## config.mk

```make
export PLATFORM = sky130hd
export DESIGN_NAME = hsst_line_unpack_flat
export DESIGN_NICKNAME = d
export VERILOG_FILES = /design/src/rtl/hsst_line_unpack_if.sv /design/src/rtl/hsst_line_unpack.sv /design/src/flat_wrapper.sv
export SDC_FILE = /design/constraint.sdc
export NUM_CORES = 1
export LEC_CHECK = 0
export BUFFER_PORTS_ARGS = -buffer_cell sky130_fd_sc_hd__buf_2
export CAP_MARGIN = 15
export CELL_PAD_IN_SITES_DETAIL_PLACEMENT = 0
export CELL_PAD_IN_SITES_GLOBAL_PLACEMENT = 2
export CORE_UTILIZATION = 43
export DETAILED_ROUTE_END_ITERATION = 6
export GPL_TIMING_DRIVEN = 0
export PLACE_DENSITY = 0.92
export SETUP_SLACK_MARGIN = 0.5
export SLEW_MARGIN = 40
export SYNTH_ARGS = -nofsm -noshare
export SYNTH_HDL_FRONTEND = slang
export SYNTH_SLANG_ARGS = --single-unit
```

## constraint.sdc

```tcl
create_clock -name rd_clk -period 13.8 [get_ports rd_clk]
set_input_delay 0.69 -clock rd_clk [delete_from_list [all_inputs] [get_ports rd_clk]]
set_output_delay 0.69 -clock rd_clk [all_outputs]
set_load 0.01 [all_outputs]
```

## src/rtl/hsst_line_unpack_if.sv

```systemverilog
// Bundles the prefetch-FIFO read port and the packed-beat output stream of hsst_line_unpack.
// master is the unpacker's view; slave is the FIFO/sink environment's view.
interface hsst_line_unpack_if #(
  parameter int DATA_W = 16,
  parameter int PACK   = 8
);
  localparam int OUT_W = DATA_W * PACK;

  logic              fifo_rd_en;
  logic              fifo_rd_vld;
  logic [DATA_W-1:0] fifo_rd_data;
  logic [OUT_W-1:0]  out_data;
  logic              out_valid;
  logic              out_ready;
  logic              out_sof;
  logic              out_sol;
  logic              out_eol;
  logic [10:0]       out_line;

  modport master (
    output fifo_rd_en,
    input  fifo_rd_vld,
    input  fifo_rd_data,
    output out_data,
    output out_valid,
    input  out_ready,
    output out_sof,
    output out_sol,
    output out_eol,
    output out_line
  );

  modport slave (
    input  fifo_rd_en,
    output fifo_rd_vld,
    output fifo_rd_data,
    input  out_data,
    input  out_valid,
    output out_ready,
    input  out_sof,
    input  out_sol,
    input  out_eol,
    input  out_line
  );
endinterface

```

## src/rtl/hsst_line_unpack.sv

```systemverilog
// Hunts line sync in the HSST prefetch FIFO stream, decodes the line tag and packs
// the payload words into wide beats for the DDR write path.
module hsst_line_unpack #(
  parameter int              DATA_W     = 16,
  parameter int              PACK       = 8,
  parameter int              LINE_WORDS = 640,
  parameter logic [DATA_W-1:0] SYNC_WORD = 16'hBCBC
) (
  input  logic                 rd_clk,
  input  logic                 rd_rst,
  hsst_line_unpack_if.master   bus,
  output logic [15:0]          err_cnt
);

  localparam int OUT_W  = DATA_W * PACK;
  localparam int SLOT_W = (PACK > 1) ? $clog2(PACK) : 1;

  localparam logic [1:0] HUNT    = 2'd0;
  localparam logic [1:0] TAG     = 2'd1;
  localparam logic [1:0] PAYLOAD = 2'd2;

  logic [1:0]        state;
  logic [SLOT_W-1:0] slot;
  logic [15:0]       word_cnt;
  logic [DATA_W-1:0] pack_reg [PACK];
  logic [10:0]       line_reg;
  logic              frame_reg;

  logic              last_slot;
  logic              last_word;
  logic              stall;
  logic              accept;
  logic              load;
  logic              retire;
  logic [OUT_W-1:0]  beat_data;

  // The closing word of a beat is only popped once the output register can take it,
  // so a stalled line keeps its partial beat in pack_reg and the word stays in the FIFO.
  always_comb begin
    last_slot      = (slot == SLOT_W'(PACK - 1));
    last_word      = (word_cnt == 16'(LINE_WORDS - 1));
    stall          = (state == PAYLOAD) && last_slot && bus.out_valid && !bus.out_ready;
    bus.fifo_rd_en = bus.fifo_rd_vld && !stall;
    accept         = bus.fifo_rd_en && bus.fifo_rd_vld;
    load           = accept && (state == PAYLOAD) && last_slot;
    retire         = bus.out_valid && bus.out_ready;
    beat_data      = '0;
    for (int i = 0; i < PACK; i++) begin
      beat_data[i*DATA_W +: DATA_W] = (i == PACK - 1) ? bus.fifo_rd_data : pack_reg[i];
    end
  end

  always_ff @(posedge rd_clk or posedge rd_rst) begin
    if (rd_rst) begin
      state     <= HUNT;
      slot      <= '0;
      word_cnt  <= '0;
      line_reg  <= '0;
      frame_reg <= 1'b0;
      err_cnt   <= '0;
    end else if (accept) begin
      case (state)
        HUNT: begin
          if (bus.fifo_rd_data == SYNC_WORD) state <= TAG;
        end
        TAG: begin
          if (bus.fifo_rd_data == SYNC_WORD) begin
            state <= TAG;
          end else if (bus.fifo_rd_data[14:11] != 4'd0) begin
            if (err_cnt != 16'hFFFF) err_cnt <= err_cnt + 16'd1;
            state <= HUNT;
          end else begin
            line_reg  <= bus.fifo_rd_data[10:0];
            frame_reg <= bus.fifo_rd_data[15];
            word_cnt  <= '0;
            slot      <= '0;
            state     <= PAYLOAD;
          end
        end
        PAYLOAD: begin
          if (last_word) begin
            word_cnt <= '0;
            slot     <= '0;
            state    <= HUNT;
          end else begin
            word_cnt <= word_cnt + 16'd1;
            slot     <= last_slot ? '0 : slot + SLOT_W'(1);
          end
        end
        default: state <= HUNT;
      endcase
    end
  end

  always_ff @(posedge rd_clk or posedge rd_rst) begin
    if (rd_rst) begin
      for (int i = 0; i < PACK; i++) pack_reg[i] <= '0;
    end else if (accept && (state == PAYLOAD)) begin
      pack_reg[slot] <= bus.fifo_rd_data;
    end
  end

  // Line number and frame flag travel with the beat, so a following tag cannot alter a stalled beat.
  always_ff @(posedge rd_clk or posedge rd_rst) begin
    if (rd_rst) begin
      bus.out_data  <= '0;
      bus.out_valid <= 1'b0;
      bus.out_sof   <= 1'b0;
      bus.out_sol   <= 1'b0;
      bus.out_eol   <= 1'b0;
      bus.out_line  <= '0;
    end else if (load) begin
      bus.out_data  <= beat_data;
      bus.out_valid <= 1'b1;
      bus.out_sof   <= frame_reg;
      bus.out_sol   <= (word_cnt == 16'(PACK - 1));
      bus.out_eol   <= last_word;
      bus.out_line  <= line_reg;
    end else if (retire) begin
      bus.out_valid <= 1'b0;
    end
  end

endmodule

```

## src/flat_wrapper.sv

```systemverilog
// flat-port wrapper written by rule: the top's interface ports become plain ports
module hsst_line_unpack_flat 
#(
  parameter int              DATA_W     = 16,
  parameter int              PACK       = 8,
  parameter int              LINE_WORDS = 640,
  parameter logic [DATA_W-1:0] SYNC_WORD = 16'hBCBC
)
  (rd_clk, rd_rst, err_cnt, bus_fifo_rd_en, bus_fifo_rd_vld, bus_fifo_rd_data, bus_out_data, bus_out_valid, bus_out_ready, bus_out_sof, bus_out_sol, bus_out_eol, bus_out_line);
  hsst_line_unpack_if #(.DATA_W(DATA_W), .PACK(PACK)) bus_i ();
  input  logic rd_clk;
  input  logic rd_rst;
  output logic [15:0] err_cnt;
  output wire logic [$bits(bus_i.fifo_rd_en)-1:0] bus_fifo_rd_en;
  input wire logic [$bits(bus_i.fifo_rd_vld)-1:0] bus_fifo_rd_vld;
  input wire logic [$bits(bus_i.fifo_rd_data)-1:0] bus_fifo_rd_data;
  output wire logic [$bits(bus_i.out_data)-1:0] bus_out_data;
  output wire logic [$bits(bus_i.out_valid)-1:0] bus_out_valid;
  input wire logic [$bits(bus_i.out_ready)-1:0] bus_out_ready;
  output wire logic [$bits(bus_i.out_sof)-1:0] bus_out_sof;
  output wire logic [$bits(bus_i.out_sol)-1:0] bus_out_sol;
  output wire logic [$bits(bus_i.out_eol)-1:0] bus_out_eol;
  output wire logic [$bits(bus_i.out_line)-1:0] bus_out_line;
  assign bus_fifo_rd_en = bus_i.fifo_rd_en;
  assign bus_i.fifo_rd_vld = bus_fifo_rd_vld;
  assign bus_i.fifo_rd_data = bus_fifo_rd_data;
  assign bus_out_data = bus_i.out_data;
  assign bus_out_valid = bus_i.out_valid;
  assign bus_i.out_ready = bus_out_ready;
  assign bus_out_sof = bus_i.out_sof;
  assign bus_out_sol = bus_i.out_sol;
  assign bus_out_eol = bus_i.out_eol;
  assign bus_out_line = bus_i.out_line;
  hsst_line_unpack #(.DATA_W(DATA_W), .PACK(PACK), .LINE_WORDS(LINE_WORDS), .SYNC_WORD(SYNC_WORD)) u_core (.rd_clk(rd_clk), .rd_rst(rd_rst), .bus(bus_i), .err_cnt(err_cnt));
endmodule
```

==> metrics.cfg, run 1 <==
[final_layout]
layout.cells.non_filler = 1410
largest_reg_flops = 128
syn_to_final_growth_pct = 21.5
postLayoutCoreUtil_pct = 53.8
finalNetCount = 1041
layout-drive-gt1-share_pct = 50.1
largest-register = u_core.bus.out_data
antenna_cells = 0

[floorplan]
top_level_ports = 180
initial_core_util_pct = 44.2
rows = 60
core_sq_um = 27300
die_h_microns = 169
die_area_sq_um = 28700
die_w_microns = 169

[timing]
worst_slew_pin_slew_ps = 825
rsz0062_at_grt = no
drv_slew = 0
timing.setup.tns_ps = 0
finalHoldViolCount = 0
setup_viol = 0
max_freq_ghz = 0.343
slew_headroom_pct = 45.0
period_minus_slack_ps = 2920
holdWs_ps = 202
period_share_pct = 21.1
finClkSkew_ps = 10.2

[detailed_routing]
firstDrtPassIters = 4
viasPerCell = 5.18
drt_iter0_drc = 370
antenna_left = 0
drc = 0
vias = 7302
wirelength_microns = 28100
post_drt_wl_per_cell_microns = 19.9

[yosys]
synth_most_common_cell = dfrtp_1
synth_commonest_cells = 304 x dfrtp_1, 264 x mux2_2, 22 x nand2_1
synth_seq_cells = 304
synth_largest_area_cell = dfrtp_1
synth.distinct_cells = 40
ys_warn_count = 0
synth_top_area_share_pct = 63.1
async_flop_share_pct = 100
synth_area_leaders = dfrtp_1 63%, mux2_2 25%, xnor2_1 1.0%
synth-edff-count = 0
synth_area_sq_um = 12100
netlist_instances = 811
syn_area_per_cell_sq_um = 14.9
synth.yosys.seq_area_share_pct = 63.1
synth_top_flop_cell = dfrtp_1
syn-num-nets = 838

[critical_path]
crit_fanout = 10
cp_slowest_stage_delay_ps = 620
cp.required_ps = 14190
cp_cell_sequence = ha_1 -> ha_1 -> inv_1 -> o211a_1 -> nand2b_1 -> clkbuf_1 -> nor2_1 -> buf_2 -> mux2_2
end_kind = register
worst-path-buf-inv = 3
path_class = reg2reg
crit_path_top_delay_cell = nor2_1
startpoint_type = register
cpMostUsedCell = ha_1
worstPathArrival_ps = 3310
critPathTopFamily = simple AND/OR/NAND/NOR gates

[power_and_ir_drop]
p_leak_nw = 7.85
vdd_drop_max_uv = 86.1
powerDensity_nw_per_um2 = 128

[placed_design]
routabilityCongestion = 0.835
hpwl_microns = 18900
dp_cells = 1350
io_buffers = 163

[clock_network]
cts-buffers-inserted = 34
post_cts_buffers = 0
path_clk_slew_ps = 60
cts_root_buf = clkbuf_16
cts_hold_buf = 0
cts_tree = yes
ctsResizeCount = 0
clock_sinks = 304
ctsHtreeMaxLevel = 2
clk_latency_ps = 510
max-clock-path-buffers = 3

[min_path]
min_path_type = in2async

[global_routing]
antenna_found_initial = 0
grt_use_total_pct = 20.5
overflow = 0
grt_pass1_vias = 7669
grt_max_degree = 77
grt_pass1_wl_microns = 44500

[run_status]
status = complete, no violations

[flow_run]
maxCapViolCount = 0

-- where the power goes --
part	switching, mW	leakage, nW	internal (mW)
Clock	0.360	0.582	0.592
Combinational	0.0311	3.02	0.00593
Sequential	0.0000325	4.25	0.891
Total	0.391	7.85	1.49
-- worst paths after layout --
kind                               startpoint                  endpoint  slack (ps)  cells after the start
max in group asynchronous              rd_rst  u_core.bus.out_data[118]       12540                      4
min in group rd_clk        u_core.bus.out_eol        u_core.bus.out_eol         480                      2
min                                    rd_rst        u_core.err_cnt[11]         200                      2
max                            u_core.slot[0]      u_core.beat_data[99]       10880                      9
max reg2reg                    u_core.slot[0]      u_core.beat_data[99]       10880                      9
min reg2reg                u_core.bus.out_eol        u_core.bus.out_eol         480                      2
-- metrics by stage --
stage / worst slack, ps / instance area (sq um) / total power [mW]
after global placement: 1570 / 13300 / 0.943
final: 10880 / 14600 / 1.88
after detailed placement: 10770 / 13500 / 0.947
after floorplan: 4710 / 12100 / 0.928
after global routing: 10690 / 14600 / 1.94
after CTS: 10890 / 14600 / 1.90
-- layer usage --
metal / track usage (%) / part of all wire, % / vias to the layer above
li1: - / - / 3300
met1: 27.9 / 45 / 3781
met2: 32.4 / 47 / 176
met3: 5.39 / 6.5 / 45
met4: 5.72 / 2.1 / 0
met5: 0 / 0 / -
-- cell type report --
type / instances / area, sq um
sequential: 304 / 7610
clock inverter: 13 / 203
timing repair buffer: 167 / 926
inverter: 6 / 30.0
tap: 372 / 465
fill: 2334 / 12600
clock buffer: 47 / 981
buffer: 53 / 248
multi-input combinational: 448 / 4190
-- kinds of logic (layout without fill, tap and decap cells) --
group	Yosys count	after routing	synth area share, %
flip-flops	304	304	63.1
AND/OR/NAND/NOR	110	110	5.44
XOR/XNOR	14	14	1.02
AO/OA/AOI/OAI	52	52	2.73
buffers and inverters	59	286	2.23
multiplexers	265	265	24.8
adder cells (fa/ha/maj)	7	7	0.726
-- worst reg2reg max path: cells and delay by family (launching register included) --
| family | cells | cell delay (ps) |
|---|---|---|
| AO/OA/AOI/OAI | 1 | 250 |
| AND/OR/NAND/NOR | 2 | 700 |
| multiplexers | 1 | 380 |
| buffers and inverters | 3 | 630 |
| adder cells (fa/ha/maj) | 2 | 460 |
| flip-flops | 1 | 390 |
-- cell usage in the layout (no fill, tap or decap), types with 6 or more instances in the layout --
cell	instances
nor2_1	12
clkbuf_1	22
nand2_1	22
and3_1	10
a31oi_1	8
buf_2	184
ha_1	7
clkbuf_8	6
nand4_1	12
buf_1	12
nand3_1	21
o21ai_1	10
xnor2_1	14
o21ai_0	19
mux2_2	264
clkbuf_16	35
dfrtp_1	304
Note: power is estimated with default switching activity, not from simulation.
==> run 2: changes to the inputs <==
--- a/config.mk
+++ b/config.mk
@@ -9,10 +9,10 @@
 export CAP_MARGIN = 15
 export CELL_PAD_IN_SITES_DETAIL_PLACEMENT = 0
 export CELL_PAD_IN_SITES_GLOBAL_PLACEMENT = 2
-export CORE_UTILIZATION = 43
+export CORE_UTILIZATION = 40
 export DETAILED_ROUTE_END_ITERATION = 6
 export GPL_TIMING_DRIVEN = 0
-export PLACE_DENSITY = 0.92
+export PLACE_DENSITY = 0.87
 export SETUP_SLACK_MARGIN = 0.5
 export SLEW_MARGIN = 40
 export SYNTH_ARGS = -nofsm -noshare
==> constraint.sdc (replaced) <==
create_clock -name rd_clk -period 3 [get_ports rd_clk]
set_input_delay 0.15 -clock rd_clk [delete_from_list [all_inputs] [get_ports rd_clk]]
set_output_delay 0.15 -clock rd_clk [all_outputs]
set_load 0.01 [all_outputs]
==> run 2 against run 1 <==
Against the previous run:
- clock-buffer cell count is 1 lower
- critical endpoint is now u_core.bus.out_data[4]
- non-clock buffer count up 17
- clock skew up 17 ps
- design area rose by 2.4%
- via count grew 1.4%
- wire length increased by 3.5%
- die area increased by 7.4%
- critical path type unchanged
- global-route usage down 1.1 points
- fmax grew 21%
- total power grew to 4.6 times the previous value
- worst setup slack got worse by 10000 ps
- largest cell class unchanged
- flip-flop and latch count unchanged
==> metrics.cfg, run 2 (same netlist as run 1, synthesis figures left out) <==
[run_status]
status = complete, no violations

[timing]
max_freq_ghz = 0.414  ; +21%
finClkSkew_ps = 27.2  ; +17.0 ps
worst_slew_pin_slew_ps = 846  ; +21.0 ps
period_share_pct = 80.5  ; +59 points
drv_slew = 0  ; unchanged
period_minus_slack_ps = 2410  ; -503 ps
timing.setup.tns_ps = 0  ; unchanged
setup_viol = 0  ; unchanged
slew_headroom_pct = 43.6  ; -1.4 points
rsz0062_at_grt = yes
holdWs_ps = 52.9  ; -149 ps
finalHoldViolCount = 0  ; unchanged

[floorplan]
rows = 63  ; +5.0%
die_w_microns = 176  ; +3.6%
core_sq_um = 29600  ; +8.8%
die_h_microns = 176  ; +3.6%
top_level_ports = 180  ; unchanged
initial_core_util_pct = 40.7  ; -3.6 points
die_area_sq_um = 30800  ; +7.4%

[global_routing]
antenna_found_initial = 0  ; unchanged
overflow = 0  ; unchanged
met2_usage_pct = 30.8  ; -1.6 points
grt_pass1_wl_microns = 45500  ; +2.2%
grt_pass1_vias = 7731  ; +0.81%
grt_use_total_pct = 19.4  ; -1.1 points
grt_max_degree = 27  ; -65%
met1_usage_pct = 25.7  ; -2.2 points
grtUsageMet3_pct = 5.76  ; +0.37 points
top_usage_layer = met2

[detailed_routing]
antenna_left = 0  ; unchanged
wirelength_microns = 29100  ; +3.5%
drc = 0  ; unchanged
viasPerCell = 5.13  ; -0.85%
drt_iter0_drc = 309  ; -16%
post_drt_wl_per_cell_microns = 20.2  ; +1.2%
vias = 7404  ; +1.4%
firstDrtPassIters = 4  ; unchanged

[final_layout]
finalNetCount = 1058  ; +1.6%
layout-drive-gt1-share_pct = 51.3  ; +1.2 points
largest_reg_flops = 128  ; unchanged
layout_common_cells = 304 x dfrtp_1, 264 x mux2_2, 175 x buf_2
antenna_cells = 0  ; unchanged
postLayoutCoreUtil_pct = 50.6  ; -3.2 points
syn_to_final_growth_pct = 24.4
final_area_sq_um = 15000  ; +2.4%
layout_commonest_cell = dfrtp_1
largest-register = u_core.bus.out_data

[placed_design]
place_area_sq_um = 13700  ; +1.8%
io_buffers = 163  ; unchanged
routabilityCongestion = 0.791  ; -5.2%
hpwl_microns = 20000  ; +5.4%

[critical_path]
crit_fanout = 10  ; unchanged
path_class = reg2reg
cp.required_ps = 3400  ; -10790 ps
worst-path-buf-inv = 5  ; +2
critPathTopFamily = buffers and inverters
end_kind = register
crit_path_top_delay_cell = dfrtp_1
cp_cell_sequence = inv_1 -> ha_2 -> nand2_1 -> o21a_1 -> buf_2 -> nand3_1 -> clkbuf_4 -> buf_6 -> buf_4 -> mux2_2
cp_slowest_stage_delay_ps = 390  ; -230 ps
worstPathArrival_ps = 2810  ; -500 ps
startpoint_type = register

[clock_network]
ctsHtreeMaxLevel = 2  ; unchanged
path_clk_slew_ps = 60  ; about the same
cts_root_buf = clkbuf_16
max-clock-path-buffers = 3  ; unchanged
clk_latency_ps = 530  ; +20 ps
cts_tree = yes
cts-buffers-inserted = 34  ; unchanged
clock_sinks = 304  ; unchanged

[power_and_ir_drop]
vdd_drop_max_uv = 732  ; +750%
power.total_mw = 8.60  ; +360%
p_leak_nw = 7.99  ; +1.8%
powerDensity_nw_per_um2 = 573  ; +350%

[min_path]
min_path_type = in2reg

[flow_run]
maxCapViolCount = 0  ; unchanged

[run 2: cell types whose count changed in the layout (fill, tap and decap cells not counted), sizes merged]
cell         delta
buf            +14
clkbuf          +1
clkinv          -1
dlygate4sd3     +1
inv             -1
[run 2: power breakdown]
group	switching (mW)	internal [mW]	total, mW
Combinational	0.152	0.0583	0.210
Sequential	0.000147	4.10	4.10
Clock	1.67	2.62	4.28
Total	1.82	6.78	8.60
[run 2: through the flow]
step	setup WS, ps	cells
final	586	1442
after global routing	464	1442
after CTS	502	1441
after detailed placement	52.8	1378
after global placement	-2910	1364
after floorplan	-1190	811
[run 2: timing repair]
item,CTS,global route
endpoints found under the setup margin,124,170
resized for setup,17,9
hold buffers,1,0
buffers inserted,5,1
hold endpoints to repair,25,0
pin swaps,2,1
[run 2: layer usage]
layer / vias to the layer above / wire [microns]
met5: - / 0
met2: 174 / 13600
met4: 0 / 529
met3: 39 / 2220
met1: 3871 / 12700
li1: 3320 / -
[run 2: worst paths after layout]
path / startpoint / end / slack, ps / depth (start not counted)
hold / removal: bus_out_ready / u_core.bus.out_valid / 50 / 3
setup / recovery: u_core.state[0] / u_core.bus.out_data[4] / 590 / 10
min in group asynchronous: rd_rst / u_core.err_cnt[10] / 230 / 3
setup reg to reg: u_core.state[0] / u_core.bus.out_data[4] / 590 / 10
hold reg to reg: u_core.word_cnt[15] / u_core.word_cnt[15] / 490 / 1
max in group asynchronous: rd_rst / u_core.beat_data[51] / 1590 / 8
[run 2: worst register-to-register path, delay by kind of cell (launching register included)]
kind / cells / cell delay, ps
AO/OA/AOI/OAI: 1 / 180
adder cells (fa/ha/maj): 1 / 260
buffers and inverters: 5 / 960
flip-flops: 1 / 390
multiplexers: 1 / 360
AND/OR/NAND/NOR: 2 / 170
[run 2: cell type report]
cell class                      instances  area (sq um)
Fill cell                            2631         14600
Sequential cell                       304          7610
Multi-Input combinational cell        448          4220
Timing Repair Buffer                  184          1210
Clock buffer                           46           926
Tap cell                              390           488
Buffer                                 53           290
Clock inverter                         11           224
Inverter                                6          26.3
